$ cat src/rtl/stopwatch_pkg.sv
// Shared types and constants for the stopwatch/countdown time base.
//   state_e : top-level control states
//   CS_*    : centisecond field range and width
//   SEC_*   : seconds field range and width
package stopwatch_pkg;

   typedef enum logic [1:0] {
      IDLE  = 2'd0,
      RUN   = 2'd1,
      PAUSE = 2'd2,
      DONE  = 2'd3
   } state_e;

   localparam int unsigned CS_MAX  = 99;
   localparam int unsigned SEC_MAX = 59;
   localparam int unsigned CS_W    = 7;
   localparam int unsigned SEC_W   = 6;

endpackage

$ cat src/rtl/stopwatch_timer_if.sv
// Control and display bundle between the debounce/preset logic and the time base.
//   Controls : start_stop, lap, load (1-cycle pulses), mode_down, preset_cs/secs/mins
//   Status   : cs/secs/mins (live), disp_* (live or lap), running, lap_hold,
//              done (pulse), expired (level), wrap (pulse)
//   master   : drives controls, observes status
//   slave    : the time base itself
interface stopwatch_timer_if
   import stopwatch_pkg::*;
#(
   parameter int unsigned MW = 6
);

   logic             start_stop;
   logic             lap;
   logic             mode_down;
   logic             load;
   logic [CS_W-1:0]  preset_cs;
   logic [SEC_W-1:0] preset_secs;
   logic [MW-1:0]    preset_mins;

   logic [CS_W-1:0]  cs;
   logic [SEC_W-1:0] secs;
   logic [MW-1:0]    mins;
   logic [CS_W-1:0]  disp_cs;
   logic [SEC_W-1:0] disp_secs;
   logic [MW-1:0]    disp_mins;
   logic             running;
   logic             lap_hold;
   logic             done;
   logic             expired;
   logic             wrap;

   modport master (
      output start_stop, lap, mode_down, load, preset_cs, preset_secs, preset_mins,
      input  cs, secs, mins, disp_cs, disp_secs, disp_mins,
      input  running, lap_hold, done, expired, wrap
   );

   modport slave (
      input  start_stop, lap, mode_down, load, preset_cs, preset_secs, preset_mins,
      output cs, secs, mins, disp_cs, disp_secs, disp_mins,
      output running, lap_hold, done, expired, wrap
   );

endinterface

$ cat src/rtl/wrap_updown_counter.sv
// Modulo-(MAX+1) up/down counter stage for chaining time fields.
//   clk, reset : clock, synchronous active-high reset
//   en         : advance one step
//   down       : 1 = decrement, 0 = increment
//   load       : load load_val (takes priority over en)
//   cnt        : registered count
//   co_c       : combinational carry (up, at MAX) / borrow (down, at 0) while en
module wrap_updown_counter #(
   parameter int unsigned MAX   = 99,
   parameter int unsigned WIDTH = 7
) (
   input  logic             clk,
   input  logic             reset,
   input  logic             en,
   input  logic             down,
   input  logic             load,
   input  logic [WIDTH-1:0] load_val,
   output logic [WIDTH-1:0] cnt,
   output logic             co_c
);

   logic [WIDTH-1:0] cnt_q, cnt_d;

   // Next count: load beats stepping; wrap at either end of the range.
   always_comb begin
      cnt_d = cnt_q;
      if (load) begin
         cnt_d = load_val;
      end else if (en) begin
         if (down) begin
            cnt_d = (cnt_q == '0) ? WIDTH'(MAX) : cnt_q - WIDTH'(1);
         end else begin
            cnt_d = (cnt_q == WIDTH'(MAX)) ? '0 : cnt_q + WIDTH'(1);
         end
      end
   end

   always_ff @(posedge clk) begin
      if (reset) cnt_q <= '0;
      else       cnt_q <= cnt_d;
   end

   assign co_c = en && (down ? (cnt_q == '0) : (cnt_q == WIDTH'(MAX)));
   assign cnt  = cnt_q;

endmodule

$ cat src/rtl/stopwatch_timer.sv
// Stopwatch (up) / countdown timer (down) time base with lap hold and preset load.
//   clk, reset : clock, synchronous active-high reset
//   sw         : stopwatch_timer_if slave port (controls in, counters/status out)
// The tick divider and control FSM live here; the three time fields are a
// carry/borrow chain of wrap_updown_counter stages (cs -> secs -> mins).
module stopwatch_timer
   import stopwatch_pkg::*;
#(
   parameter int unsigned CLK_HZ  = 50_000_000,
   parameter int unsigned TICK_HZ = 100,
   parameter int unsigned MIN_MAX = 59,
   parameter int unsigned MW      = $clog2(MIN_MAX + 1)
) (
   input logic              clk,
   input logic              reset,
   stopwatch_timer_if.slave sw
);

   localparam int unsigned DIV   = CLK_HZ / TICK_HZ;
   localparam int unsigned DIV_W = (DIV > 1) ? $clog2(DIV) : 1;

   state_e           state_q, state_d;
   logic [DIV_W-1:0] div_q, div_d;
   logic             mode_q, mode_d;       // latched direction, 1 = down
   logic             lap_hold_q, lap_hold_d;
   logic             done_q, done_d;
   logic             wrap_q, wrap_d;
   logic [CS_W-1:0]  lap_cs_q, lap_cs_d;
   logic [SEC_W-1:0] lap_secs_q, lap_secs_d;
   logic [MW-1:0]    lap_mins_q, lap_mins_d;

   logic [CS_W-1:0]  cs_cnt;
   logic [SEC_W-1:0] secs_cnt;
   logic [MW-1:0]    mins_cnt;
   logic             cs_co, secs_co, mins_co;

   logic             tick_c;
   logic             cnt_load_c;
   logic             cnt_clr_c;
   logic             all_zero_c;
   logic             at_one_c;
   logic             start_down_c;
   logic [CS_W-1:0]  pre_cs_c;
   logic [SEC_W-1:0] pre_secs_c;
   logic [MW-1:0]    pre_mins_c;

   assign tick_c     = (state_q == RUN) && (div_q == DIV_W'(DIV - 1));
   assign all_zero_c = (cs_cnt == '0) && (secs_cnt == '0) && (mins_cnt == '0);
   // One step from zero while counting down: the next tick expires the timer.
   assign at_one_c   = (cs_cnt == CS_W'(1)) && (secs_cnt == '0) && (mins_cnt == '0);

   // Direction that a start would use: live input from IDLE, latched from PAUSE.
   assign start_down_c = (state_q == IDLE) ? sw.mode_down : mode_q;

   // Preset saturation to each field's legal range.
   assign pre_cs_c   = (sw.preset_cs   > CS_W'(CS_MAX))   ? CS_W'(CS_MAX)   : sw.preset_cs;
   assign pre_secs_c = (sw.preset_secs > SEC_W'(SEC_MAX)) ? SEC_W'(SEC_MAX) : sw.preset_secs;
   assign pre_mins_c = (sw.preset_mins > MW'(MIN_MAX))    ? MW'(MIN_MAX)    : sw.preset_mins;

   wrap_updown_counter #(.MAX(CS_MAX), .WIDTH(CS_W)) u_cs (
      .clk      (clk),
      .reset    (reset),
      .en       (tick_c),
      .down     (mode_q),
      .load     (cnt_load_c),
      .load_val (cnt_clr_c ? '0 : pre_cs_c),
      .cnt      (cs_cnt),
      .co_c     (cs_co)
   );

   wrap_updown_counter #(.MAX(SEC_MAX), .WIDTH(SEC_W)) u_secs (
      .clk      (clk),
      .reset    (reset),
      .en       (cs_co),
      .down     (mode_q),
      .load     (cnt_load_c),
      .load_val (cnt_clr_c ? '0 : pre_secs_c),
      .cnt      (secs_cnt),
      .co_c     (secs_co)
   );

   wrap_updown_counter #(.MAX(MIN_MAX), .WIDTH(MW)) u_mins (
      .clk      (clk),
      .reset    (reset),
      .en       (secs_co),
      .down     (mode_q),
      .load     (cnt_load_c),
      .load_val (cnt_clr_c ? '0 : pre_mins_c),
      .cnt      (mins_cnt),
      .co_c     (mins_co)
   );

   // Control FSM: next state, divider, lap capture and counter load/clear.
   always_comb begin
      state_d    = state_q;
      div_d      = div_q;
      mode_d     = mode_q;
      lap_hold_d = lap_hold_q;
      lap_cs_d   = lap_cs_q;
      lap_secs_d = lap_secs_q;
      lap_mins_d = lap_mins_q;
      done_d     = 1'b0;
      wrap_d     = 1'b0;
      cnt_load_c = 1'b0;
      cnt_clr_c  = 1'b0;

      unique case (state_q)
         IDLE: begin
            if (sw.start_stop) begin
               if (!(start_down_c && all_zero_c)) begin
                  state_d = RUN;
                  mode_d  = sw.mode_down;
                  div_d   = '0;
               end
            end else if (sw.load) begin
               cnt_load_c = 1'b1;
               lap_hold_d = 1'b0;
               div_d      = '0;
            end else if (sw.lap) begin
               lap_hold_d = 1'b0;
            end
         end

         RUN: begin
            div_d = tick_c ? '0 : div_q + DIV_W'(1);
            // Lap captures the pre-tick value; start_stop in the same cycle wins.
            if (sw.lap && !sw.start_stop) begin
               if (!lap_hold_q) begin
                  lap_cs_d   = cs_cnt;
                  lap_secs_d = secs_cnt;
                  lap_mins_d = mins_cnt;
                  lap_hold_d = 1'b1;
               end else begin
                  lap_hold_d = 1'b0;
               end
            end
            if (!mode_q && mins_co) begin
               wrap_d = 1'b1;
            end
            if (tick_c && mode_q && at_one_c) begin
               done_d  = 1'b1;
               state_d = DONE;
            end else if (sw.start_stop) begin
               state_d = PAUSE;
            end
         end

         PAUSE: begin
            if (sw.start_stop) begin
               if (!(start_down_c && all_zero_c)) begin
                  state_d = RUN;
               end
            end else if (sw.lap) begin
               cnt_load_c = 1'b1;
               cnt_clr_c  = 1'b1;
               lap_cs_d   = '0;
               lap_secs_d = '0;
               lap_mins_d = '0;
               lap_hold_d = 1'b0;
               div_d      = '0;
               state_d    = IDLE;
            end else if (sw.load) begin
               cnt_load_c = 1'b1;
               lap_hold_d = 1'b0;
               div_d      = '0;
            end
         end

         DONE: begin
            if (sw.start_stop || sw.load) begin
               state_d = IDLE;
            end
            if (sw.load) begin
               cnt_load_c = 1'b1;
               lap_hold_d = 1'b0;
               div_d      = '0;
            end
         end

         default: state_d = IDLE;
      endcase
   end

   always_ff @(posedge clk) begin
      if (reset) begin
         state_q    <= IDLE;
         div_q      <= '0;
         mode_q     <= 1'b0;
         lap_hold_q <= 1'b0;
         done_q     <= 1'b0;
         wrap_q     <= 1'b0;
         lap_cs_q   <= '0;
         lap_secs_q <= '0;
         lap_mins_q <= '0;
      end else begin
         state_q    <= state_d;
         div_q      <= div_d;
         mode_q     <= mode_d;
         lap_hold_q <= lap_hold_d;
         done_q     <= done_d;
         wrap_q     <= wrap_d;
         lap_cs_q   <= lap_cs_d;
         lap_secs_q <= lap_secs_d;
         lap_mins_q <= lap_mins_d;
      end
   end

   assign sw.cs        = cs_cnt;
   assign sw.secs      = secs_cnt;
   assign sw.mins      = mins_cnt;
   assign sw.disp_cs   = lap_hold_q ? lap_cs_q   : cs_cnt;
   assign sw.disp_secs = lap_hold_q ? lap_secs_q : secs_cnt;
   assign sw.disp_mins = lap_hold_q ? lap_mins_q : mins_cnt;
   assign sw.running   = (state_q == RUN);
   assign sw.expired   = (state_q == DONE);
   assign sw.lap_hold  = lap_hold_q;
   assign sw.done      = done_q;
   assign sw.wrap      = wrap_q;

endmodule
$ cat src/flat_wrapper.sv
// flat-port wrapper written by rule: the top's interface ports become plain ports
module stopwatch_timer_flat import stopwatch_pkg::*;
#(
   parameter int unsigned CLK_HZ  = 50_000_000,
   parameter int unsigned TICK_HZ = 100,
   parameter int unsigned MIN_MAX = 59,
   parameter int unsigned MW      = $clog2(MIN_MAX + 1)
)
  (clk, reset, sw_start_stop, sw_lap, sw_mode_down, sw_load, sw_preset_cs, sw_preset_secs, sw_preset_mins, sw_cs, sw_secs, sw_mins, sw_disp_cs, sw_disp_secs, sw_disp_mins, sw_running, sw_lap_hold, sw_done, sw_expired, sw_wrap);
  stopwatch_timer_if #(.MW(MW)) sw_i ();
  input logic clk;
  input logic reset;
  input wire logic [$bits(sw_i.start_stop)-1:0] sw_start_stop;
  input wire logic [$bits(sw_i.lap)-1:0] sw_lap;
  input wire logic [$bits(sw_i.mode_down)-1:0] sw_mode_down;
  input wire logic [$bits(sw_i.load)-1:0] sw_load;
  input wire logic [$bits(sw_i.preset_cs)-1:0] sw_preset_cs;
  input wire logic [$bits(sw_i.preset_secs)-1:0] sw_preset_secs;
  input wire logic [$bits(sw_i.preset_mins)-1:0] sw_preset_mins;
  output wire logic [$bits(sw_i.cs)-1:0] sw_cs;
  output wire logic [$bits(sw_i.secs)-1:0] sw_secs;
  output wire logic [$bits(sw_i.mins)-1:0] sw_mins;
  output wire logic [$bits(sw_i.disp_cs)-1:0] sw_disp_cs;
  output wire logic [$bits(sw_i.disp_secs)-1:0] sw_disp_secs;
  output wire logic [$bits(sw_i.disp_mins)-1:0] sw_disp_mins;
  output wire logic [$bits(sw_i.running)-1:0] sw_running;
  output wire logic [$bits(sw_i.lap_hold)-1:0] sw_lap_hold;
  output wire logic [$bits(sw_i.done)-1:0] sw_done;
  output wire logic [$bits(sw_i.expired)-1:0] sw_expired;
  output wire logic [$bits(sw_i.wrap)-1:0] sw_wrap;
  assign sw_i.start_stop = sw_start_stop;
  assign sw_i.lap = sw_lap;
  assign sw_i.mode_down = sw_mode_down;
  assign sw_i.load = sw_load;
  assign sw_i.preset_cs = sw_preset_cs;
  assign sw_i.preset_secs = sw_preset_secs;
  assign sw_i.preset_mins = sw_preset_mins;
  assign sw_cs = sw_i.cs;
  assign sw_secs = sw_i.secs;
  assign sw_mins = sw_i.mins;
  assign sw_disp_cs = sw_i.disp_cs;
  assign sw_disp_secs = sw_i.disp_secs;
  assign sw_disp_mins = sw_i.disp_mins;
  assign sw_running = sw_i.running;
  assign sw_lap_hold = sw_i.lap_hold;
  assign sw_done = sw_i.done;
  assign sw_expired = sw_i.expired;
  assign sw_wrap = sw_i.wrap;
  stopwatch_timer #(.CLK_HZ(CLK_HZ), .TICK_HZ(TICK_HZ), .MIN_MAX(MIN_MAX), .MW(MW)) u_core (.clk(clk), .reset(reset), .sw(sw_i));
endmodule
$ cat config.mk
export PLATFORM = sky130hd
export DESIGN_NAME = stopwatch_timer_flat
export DESIGN_NICKNAME = d
export VERILOG_FILES = /design/src/rtl/stopwatch_pkg.sv /design/src/rtl/stopwatch_timer_if.sv /design/src/rtl/wrap_updown_counter.sv /design/src/rtl/stopwatch_timer.sv /design/src/flat_wrapper.sv
export SDC_FILE = /design/constraint.sdc
export NUM_CORES = 1
export LEC_CHECK = 0
export ABC_AREA = 1
export BUFFER_PORTS_ARGS = -buffer_cell sky130_fd_sc_hd__buf_2
export CAP_MARGIN = 20
export CORE_ASPECT_RATIO = 0.8
export CORE_UTILIZATION = 45
export CTS_BUF_LIST = sky130_fd_sc_hd__clkbuf_4 sky130_fd_sc_hd__clkbuf_8
export DETAILED_ROUTE_END_ITERATION = 6
export PLACE_DENSITY_LB_ADDON = 0.05
export REMOVE_ABC_BUFFERS = 1
export SYNTH_ARGS = -nofsm -noshare
export SYNTH_HDL_FRONTEND = slang
export SYNTH_SLANG_ARGS = --single-unit
export TNS_END_PERCENT = 50
$ cat constraint.sdc
create_clock -name clk -period 2.3 [get_ports clk]
set_input_delay 0.46 -clock clk [delete_from_list [all_inputs] [get_ports clk]]
set_output_delay 0.46 -clock clk [all_outputs]
set_load 0.03 [all_outputs]
==> impl_metrics.toml, run 1 <==
[clock_tree]
cts_tree = "yes"
worstSkewPairLatency_ns = 0.35
clk_pin_slew_ns = 0.07
post_cts_buffers = 0
clock_sinks = 63
clockBufferDepth = 2
htree_levels = 3
cts_hold_buffers = 0
cts_made_buffers = 9
root_buffer = "clkbuf_8"

[yosys]
yosysTopAreaCellShare_pct = 26.9
synth-main-ff-cell = "dfxtp_1"
synthDistinctLibCells = 45
synth-seq-cells = 63
ys_warn_count = 0
yosysSeqAreaShare_pct = 26.9
synthTopCellsByArea = "dfxtp_1 27%, nand2_1 15%, o21ai_0 6.4%, nor2_1 6.3%, a21oi_1 6.1%"
yosys.area.top_type = "dfxtp_1"
syn-cell-area_mm2 = 0.00469
avgSynthCellArea_um2 = 6.22
synth-edff-count = 0
synthCells = 754
async_flop_share_pct = 0

[sta]
hold_viol = 0
slew_viol_final = 0
setup_viol = 0
fin_skew_ns = 0.00781
rsz0062_at_grt = "false"
min_period_over_period_pct = 91.7
post-route-min-period_ns = 2.11
whs_ns = 0.386
tightest_slew_ns = 0.937
fmax_mhz = 474
relSlewSlack_pct = 37.5
setup_slack_ns = 0.192

[floorplanning]
row_count = 32
die_x_um = 116
io_pins = 68
fp.coreArea_mm2 = 0.00989
initial_core_util_pct = 47.4
die_height_um = 93.3
dieArea_mm2 = 0.0108

[detailed_routing]
via_count = 5261
viasPerCell = 5.46
first_pass_iters = 5
drt_iter0_drc = 383
ant_nets = 0
routed_wl_um = 14500
route.detailed.drc = 0
wire_per_inst_um = 15.0

[cells_and_area]
area_growth_pct = 15.7
drive_gt1_share_pct = 17.3
fin_nets = 859
mostFrequentLayoutCells = "191 x nand2_1, 79 x nor2_1, 67 x buf_2"
final_common_cell = "nand2_1"
diodes = 0

[critical_path]
worstPathArrival_ns = 1.65
required_ns = 1.84
rr_endpoint = "u_core.div_q[16]"
path_buf_inv = 2
crit_fanout = 38
critPathTopFamily = "buffers and inverters"
max_stage_delay_ns = 0.39
path_cells = "buf_4, mux2_2, buf_2"
cpMaxStageDelayCell = "mux2_2"
r2r-start = "u_core.u_cs.cnt[0]"
end_kind = "output port"
ff2ff_setup_slack_ns = 0.22
cp-start-kind = "flop"
path_class = "flop to output port"
rr_worst_depth = 12

[place]
dp_slack_ns = -0.284
port_buffers = 67
hpwl_um = 10600
gp_congestion = 0.903

[power]
p_per_area_mw_per_mm2 = 1240
vdd_ir_drop_max_mv = 0.638
p_leak_uw = 0.00234
power.total_uw = 6740

[grt]
overflow = 0
grt_max_degree = 39
track_usage_pct = 27.3
grt_pass1_wl_um = 22700
grt_pass1_vias = 4452
antenna_found_initial = 0

[outcome]
status = "finished clean"

[min_path]
min_path_type = "input port to flop"
hold_path_end = "u_core.mode_q"
hold_path_depth = 2
worstHoldStart = "sw_mode_down"

[run]
max_cap_viol_count = 0
[metal layers]
metal | GRT usage (%) | wire [um]
met5 | 0 | 0
met4 | 6.84 | 170
met3 | 4.67 | 1220
met2 | 39.4 | 5890
met1 | 41.1 | 7190
[worst max-delay path by stage]
stage,from,to,slack [ns],depth (start not counted)
after floorplan,u_core.state_q[1],u_core.u_cs.cnt[0],0.08,9
after global placement,sw_start_stop,u_core.u_cs.cnt[0],-0.13,10
after detailed placement,sw_start_stop,u_core.u_cs.cnt[0],-0.28,10
after CTS,u_core.u_cs.cnt[0],u_core.div_q[5],0.15,12
after global routing,u_core.u_cs.cnt[0],u_core.div_q[15],0.07,11
final,u_core.sw.lap_hold,sw_disp_cs[6],0.19,3
[through the flow]
| stage | cells | cell area, um2 | TNS (ns) | utilization [%] |
|---|---|---|---|---|
| final | 964 | 5430 | 0 | 54.9 |
| after global routing | 964 | 5430 | 0 | 54.9 |
| after CTS | 963 | 5410 | 0 | 54.7 |
| after detailed placement | 947 | 5190 | -2.10 | 52.4 |
| after global placement | 947 | 5190 | -0.706 | 52.4 |
| after floorplan | 719 | 4490 | 0 | - |
[power breakdown]
group          switching [uW]  total (uW)  internal (uW)
sequential                339        1660           1320
clock                     445        1090            644
combinational            2720        3990           1270
total                    3500        6740           3240
[registers in the layout, indices dropped and copies added (netlist names)]
register and flops:
u_core.sw.lap_hold 1, u_core.lap_secs_q 6, u_core.sw.done 1, u_core.lap_mins_q 6, u_core.sw.wrap 1, u_core.div_q 19, u_core.u_secs.cnt 6, u_core.mode_q 1
u_core.u_cs.cnt 7, u_core.lap_cs_q 7, u_core.u_mins.cnt 6, u_core.state_q 2
[cells by family after synthesis]
family | after synthesis | synth area share [%]
xor gates and xnor gates | 23 | 4.30
and+or+nand+nor | 377 | 35.5
muxes | 1 | 0.240
buffers and inverters | 102 | 9.58
DFF | 63 | 26.9
AOI/OAI and AO/OA | 177 | 20.5
adders and majority gates | 11 | 2.94
[synthesized netlist by cell type, types with 2 or more instances]
master,instances
a31oi_1,6
clkbuf_1,14
xnor2_1,9
nand4_1,7
nor2_2,3
xor2_1,14
buf_6,4
o21ai_1,26
nand3_1,56
o21ai_2,2
dfxtp_1,63
nor2_4,6
nor3_2,2
nand2_1,191
inv_2,6
or2_2,2
nand2_2,6
nor2_1,79
ha_1,11
nor3_1,18
o21ai_0,60
buf_2,9
o22ai_1,7
o21a_1,3
nand3b_1,2
buf_1,2
inv_1,59
o31ai_1,2
a211oi_1,2
o211ai_1,6
buf_4,6
a22oi_1,2
a21oi_1,57
[repair_timing]
item | CTS | global route
gates resized for setup | 1 | 3
cloned | 0 | 1
setup endpoints to repair | 7 | 6
[cell type report]
class	count	area, um2
fill	1017	4460
clock buffer	12	146
timing repair buffer	92	523
clock inverter	4	70.1
sequential	63	1260
multi-input combinational	590	3000
tap	136	170
inverter	67	256
Power figures use the tool's default switching activity.
==> run 2: changes to the inputs <==
--- a/config.mk
+++ b/config.mk
@@ -13,8 +13,10 @@
 export CTS_BUF_LIST = sky130_fd_sc_hd__clkbuf_4 sky130_fd_sc_hd__clkbuf_8
 export DETAILED_ROUTE_END_ITERATION = 6
 export PLACE_DENSITY_LB_ADDON = 0.05
+export RECOVER_POWER = 50
 export REMOVE_ABC_BUFFERS = 1
 export SYNTH_ARGS = -nofsm -noshare
 export SYNTH_HDL_FRONTEND = slang
+export SYNTH_HIERARCHICAL = 1
 export SYNTH_SLANG_ARGS = --single-unit
 export TNS_END_PERCENT = 50
==> run 2 against run 1 <==
Compared with the run above: cell area is 11% higher; combinational power is 40% lower; largest cell class unchanged; synthesized cell count is 16% higher; count of clock-buffer cells in the layout is 1 lower; non-clock buffer count is 18 higher; fmax is 0.32% lower; total power is 27% lower; global-route usage is 1.8 points higher; utilization is 0.055 points lower; sequential share of layout area is 2.3 points lower; highest routed layer unchanged; register-to-register slack worse by 0.03 ns.
==> impl_metrics.toml, run 2 <==
[place]
gp_congestion = 0.918
hpwl_um = 12200
place_inst = 1096
port_buffers = 67
dpl_cell_area_mm2 = 0.00586

[yosys]
yosys.area_share.adder_pct = 2.43
synthDistinctLibCells = 39
synthTopCellsByArea = "dfxtp_1 25%, nand2_1 19%, nor2_1 11%, inv_1 6.1%, nand3_1 5.8%"
synth-main-ff-cell = "dfxtp_1"
synth-seq-cells = 63
avgSynthCellArea_um2 = 5.89
yosysSeqAreaShare_pct = 24.5
synth_top_family_by_area = "simple AND/OR/NAND/NOR gates"
synth-edff-count = 0
synth_compound_area_share_pct = 12.0
synthSimpleGateAreaFrac_pct = 44.5
syn-cell-area_mm2 = 0.00514
synthTopCellsByCount = "256 x nand2_1, 148 x nor2_1, 84 x inv_1"
synth-xor-area-share_pct = 3.75
post-synth-top-count-cell = "nand2_1"
synthMuxAreaShare_pct = 2.41
async_flop_share_pct = 0
yosysTopAreaCellShare_pct = 24.5
yosys.area.top_type = "dfxtp_1"
ys_warn_count = 6
synthCells = 873

[floorplanning]
fp.coreArea_mm2 = 0.0110
io_pins = 68
die_height_um = 97.6
die_x_um = 122
row_count = 34
initial_core_util_pct = 46.7
dieArea_mm2 = 0.0119

[sta]
whs_ns = 0.431
hold_viol = 0
slew_viol_final = 0
setup_viol = 0
post-route-min-period_ns = 2.11
fmax_mhz = 473
rsz0062_at_grt = "false"
tightest_slew_ns = 0.940
min_period_over_period_pct = 92.0
fin_skew_ns = 0.00787
relSlewSlack_pct = 37.3
fin_tns_setup_ns = 0

[grt]
antenna_found_initial = 0
track_usage_pct = 29.0
overflow = 0
grt_max_degree = 43
grt_pass1_wl_um = 27000
grt_pass1_vias = 5429

[cells_and_area]
num-fill-cells = 1137
area_growth_pct = 17.4
final_cells = 1112
diodes = 0
final_common_cell = "nand2_1"
fin_nets = 998
mostFrequentLayoutCells = "256 x nand2_1, 146 x nor2_1, 88 x inv_1"
largest_register_ffs = 19
stdcell_area_mm2 = 0.00604
drive_gt1_share_pct = 15.7
regMostFlops = "u_core/div_q"

[critical_path]
cp-start-kind = "flop"
end_kind = "flop"
required_ns = 2.58
path_class = "flop to flop"
worstPathArrival_ns = 2.40
crit_fanout = 9

[detailed_routing]
ant_nets = 0
viasPerCell = 5.35
routed_wl_um = 16600
drt_iter0_drc = 616
wire_per_inst_um = 14.9
via_count = 5950
first_pass_iters = 7
route.detailed.drc = 0

[power]
vdd_ir_drop_max_mv = 0.480
power.total_uw = 4950
p_leak_uw = 0.00264
p_per_area_mw_per_mm2 = 820

[clock_tree]
cts_hold_buffers = 0
clockBufferDepth = 2
cts_resized = 1
worstSkewPairLatency_ns = 0.36
cts_made_buffers = 9
clk_pin_slew_ns = 0.07
htree_levels = 3
cts_tree = "yes"
clock_sinks = 63
root_buffer = "clkbuf_8"
post_cts_buffers = 0

[outcome]
status = "finished clean"

[min_path]
min_path_type = "input port to flop"

[run]
max_cap_viol_count = 0
run 2: per-layer routing:
| layer | vias to the layer above | track usage [%] | routed length, um |
|---|---|---|---|
| met1 | 2731 | 42.9 | 8180 |
| met4 | 0 | 6.55 | 105 |
| met5 | - | 0 | 0 |
| li1 | 2969 | - | - |
| met3 | 11 | 7.63 | 1490 |
| met2 | 239 | 41.4 | 6830 |
run 2: path summary, 6_finish.rpt:
path                        start                    to  slack [ns]  cells past startpoint
min                  sw_mode_down         u_core/mode_q        0.43                      3
max               u_core/div_q[0]  u_core/u_mins/cnt[3]        0.19                     12
max reg2reg       u_core/div_q[0]  u_core/u_mins/cnt[3]        0.19                     12
min reg2reg  u_core/lap_mins_q[4]  u_core/lap_mins_q[4]        0.46                      2
run 2: kinds of logic after synthesis:
family                   Yosys count
multiplexers                      11
adder cells (fa/ha/maj)           10
AO/OA/AOI/OAI                    110
flip-flops                        63
buffers and inverters            124
XOR/XNOR                          22
AND/OR/NAND/NOR                  533
run 2: layout make-up:
type	instances	area [um2]	share of cell area, %
flip-flops and latches	63	1260	20.9
clock buffers	11	151	2.51
well taps	144	180	2.98
clock inverters	5	80.1	1.33
repair buffers	110	651	10.8
multi-input cells	686	3360	55.7
inverters	93	349	5.78
run 2: critical path: stages, from the launching register on:
cell and delay (ns):
dfxtp_1 0.34, ha_1 0.17, nand3_1 0.11, nor2_2 0.14
nand2_1 0.07, nor2_2 0.12, inv_1 0.08, nor3_2 0.23
inv_1 0.10, a21oi_2 0.15, nor2_2 0.11, a211o_1 0.26
a31oi_1 0.15
run 2: through the flow:
step | worst slack (ns) | util [%]
3_3_place_gp | 0.0758 | 53.2
2_1_floorplan | -0.326 | -
3_5_place_dp | -0.0103 | 53.2
4_1_cts | 0.0307 | 55.3
6_report | 0.185 | 54.8
5_1_grt | 0.0125 | 54.8
run 2: power breakdown:
group | internal (uW) | switching (uW) | leakage, uW
clock | 667 | 478 | 0.000112
combinational | 798 | 1590 | 0.00202
sequential | 1240 | 177 | 0.000512
total | 2700 | 2240 | 0.00264
==> run 3: changes to the inputs <==
--- a/config.mk
+++ b/config.mk
@@ -9,6 +9,7 @@
 export BUFFER_PORTS_ARGS = -buffer_cell sky130_fd_sc_hd__buf_2
 export CAP_MARGIN = 20
 export CORE_ASPECT_RATIO = 0.8
+export CORE_MARGIN = 2
 export CORE_UTILIZATION = 45
 export CTS_BUF_LIST = sky130_fd_sc_hd__clkbuf_4 sky130_fd_sc_hd__clkbuf_8
 export DETAILED_ROUTE_END_ITERATION = 6
==> run 3 against run 2 <==
Compared with the run above: combinational power about the same; largest cell class unchanged; setup slack improved by 0.014 ns; critical endpoint is now sw_disp_cs[3]; highest routed layer is now met5; clock skew increased by 0.0022 ns; die area increased by 3.7%; cell area decreased by 0.97%; count of clock-buffer cells in the layout increased by 2; first-iteration DRC count decreased by 6.8%; utilization decreased by 0.53 points.
==> impl_metrics.toml, run 3 (synthesis results as in run 2) <==
[detailed_routing]
drt_iter0_drc = 574
ant_nets = 0
viasPerCell = 5.35
via_count = 5948
routed_wl_um = 16400
wire_per_inst_um = 14.8
first_pass_iters = 7
route.detailed.drc = 0

[place]
place_inst = 1097
port_buffers = 67
gp_congestion = 0.930
hpwl_um = 12100

[outcome]
status = "finished clean"

[critical_path]
path_cells = "clkbuf_1, inv_1, o21ai_0, buf_2"
worstPathArrival_ns = 1.64
path_buf_inv = 3
max_stage_delay_ns = 0.41
path_class = "flop to output port"
end_kind = "output port"
cp-start-kind = "flop"
cpMaxStageDelayCell = "dfxtp_1"
crit_fanout = 6
critPathTopFamily = "buffers and inverters"
required_ns = 1.84

[clock_tree]
clk_pin_slew_ns = 0.08
htree_levels = 3
post_cts_buffers = 0
root_buffer = "clkbuf_8"
clockBufferDepth = 2
cts_hold_buffers = 0
cts_tree = "yes"
cts_resized = 0
clock_sinks = 63
cts_made_buffers = 9
worstSkewPairLatency_ns = 0.35

[floorplanning]
initial_core_util_pct = 46.7
row_count = 34
fp.coreArea_mm2 = 0.0110
dieArea_mm2 = 0.0123
die_height_um = 99.6
io_pins = 68
die_x_um = 124

[sta]
rsz0062_at_grt = "false"
min_period_over_period_pct = 91.3
fmax_mhz = 476
tightest_slew_ns = 0.822
hold_viol = 0
setup_viol = 0
fin_skew_ns = 0.0100
post-route-min-period_ns = 2.10
relSlewSlack_pct = 45.1
slew_viol_final = 0

[run]
max_cap_viol_count = 0

[cells_and_area]
final_common_cell = "nand2_1"
area_growth_pct = 16.2
largest_register_ffs = 19
regMostFlops = "u_core/div_q"
mostFrequentLayoutCells = "256 x nand2_1, 146 x nor2_1, 84 x inv_1"
diodes = 0
drive_gt1_share_pct = 15.9
final_cells = 1111
fin_nets = 999

[power]
p_leak_uw = 0.00262
switchingPower_uw = 2210
p_int_uw = 2500
pwr-share-comb_pct = 51.2
vdd_ir_drop_max_mv = 0.501
clkPwrFrac_pct = 19.1
p_seq_share_pct = 29.7
p_per_area_mw_per_mm2 = 787
power.total_uw = 4710
netSwitchingFraction_pct = 46.9

[grt]
antenna_found_initial = 1
grt_max_degree = 43
overflow = 0
grt_pass1_vias = 5337
grt_pass1_wl_um = 26600
track_usage_pct = 27.5

[min_path]
min_path_type = "input port to flop"
## run 3: changes by cell type in the layout (fill, tap and decap cells not counted), moves of 2 or more
cell        delta
inv_1          -4
buf_4          +5
bufinv_16      -2
clkbuf_4       +2
buf_2          -3
clkinvlp_4     -2
inv_2          +4
## run 3: routing by layer
layer	part of all wire (%)	track usage, %	vias to the layer above	routed length (um)
li1	-	-	2975	-
met1	50	41.6	2713	8170
met2	41	39.2	239	6700
met3	8.3	5.62	19	1370
met4	1.1	6.99	2	185
met5	0.079	0	-	13
## run 3: layout make-up
class	instances	area, um2
Fill cell	1127	5040
Multi-Input combinational cell	686	3360
Sequential cell	63	1260
Timing Repair Buffer	111	652
Inverter	93	349
Tap cell	144	180
Clock buffer	13	166
Clock inverter	1	5.00
## run 3: path summary, 6_finish.rpt
kind	from	slack (ns)	endpoint	cells after the start
hold / removal	sw_mode_down	0.40	u_core/mode_q	3
setup / recovery	u_core/u_cs/cnt[3]	0.20	sw_disp_cs[3]	4
setup reg to reg	u_core/u_cs/cnt[3]	0.23	u_core/div_q[5]	12
hold reg to reg	u_core/lap_secs_q[2]	0.46	u_core/lap_secs_q[2]	2
## run 3: power by group through the flow
stage	registers [uW]	clock network, uW	logic, uW
floorplan	1550	0	1450
global placement	1410	0	2350
detailed placement	1420	0	2380
CTS	1390	920	2390
global route	1420	956	2670
finish	1400	897	2410
## run 3: metrics by stage
step / setup TNS, ns / util [%] / hold slack, ns / cell area [um2] / setup WS [ns]
after floorplan: -4.40 / - / 0.431 / 4960 / -0.326
after global placement: 0 / 52.9 / 0.444 / 5830 / 0.115
after detailed placement: 0 / 52.9 / 0.454 / 5830 / 0.0293
after CTS: 0 / 54.5 / 0.392 / 6000 / 0.00459
after global routing: 0 / 54.3 / 0.438 / 5980 / 0.0200
final: 0 / 54.3 / 0.402 / 5980 / 0.199
## run 3: worst reg2reg max path, cell delays in order (launching register included)
cell	delay, ns
dfxtp_1	0.35
clkbuf_1	0.20
inv_1	0.10
nand2_1	0.09
nor2_1	0.11
nand2_1	0.05
nor2_1	0.26
nand3_2	0.13
nand2_2	0.26
buf_12	0.20
nand2_1	0.07
nand2_1	0.06
nor2_1	0.08
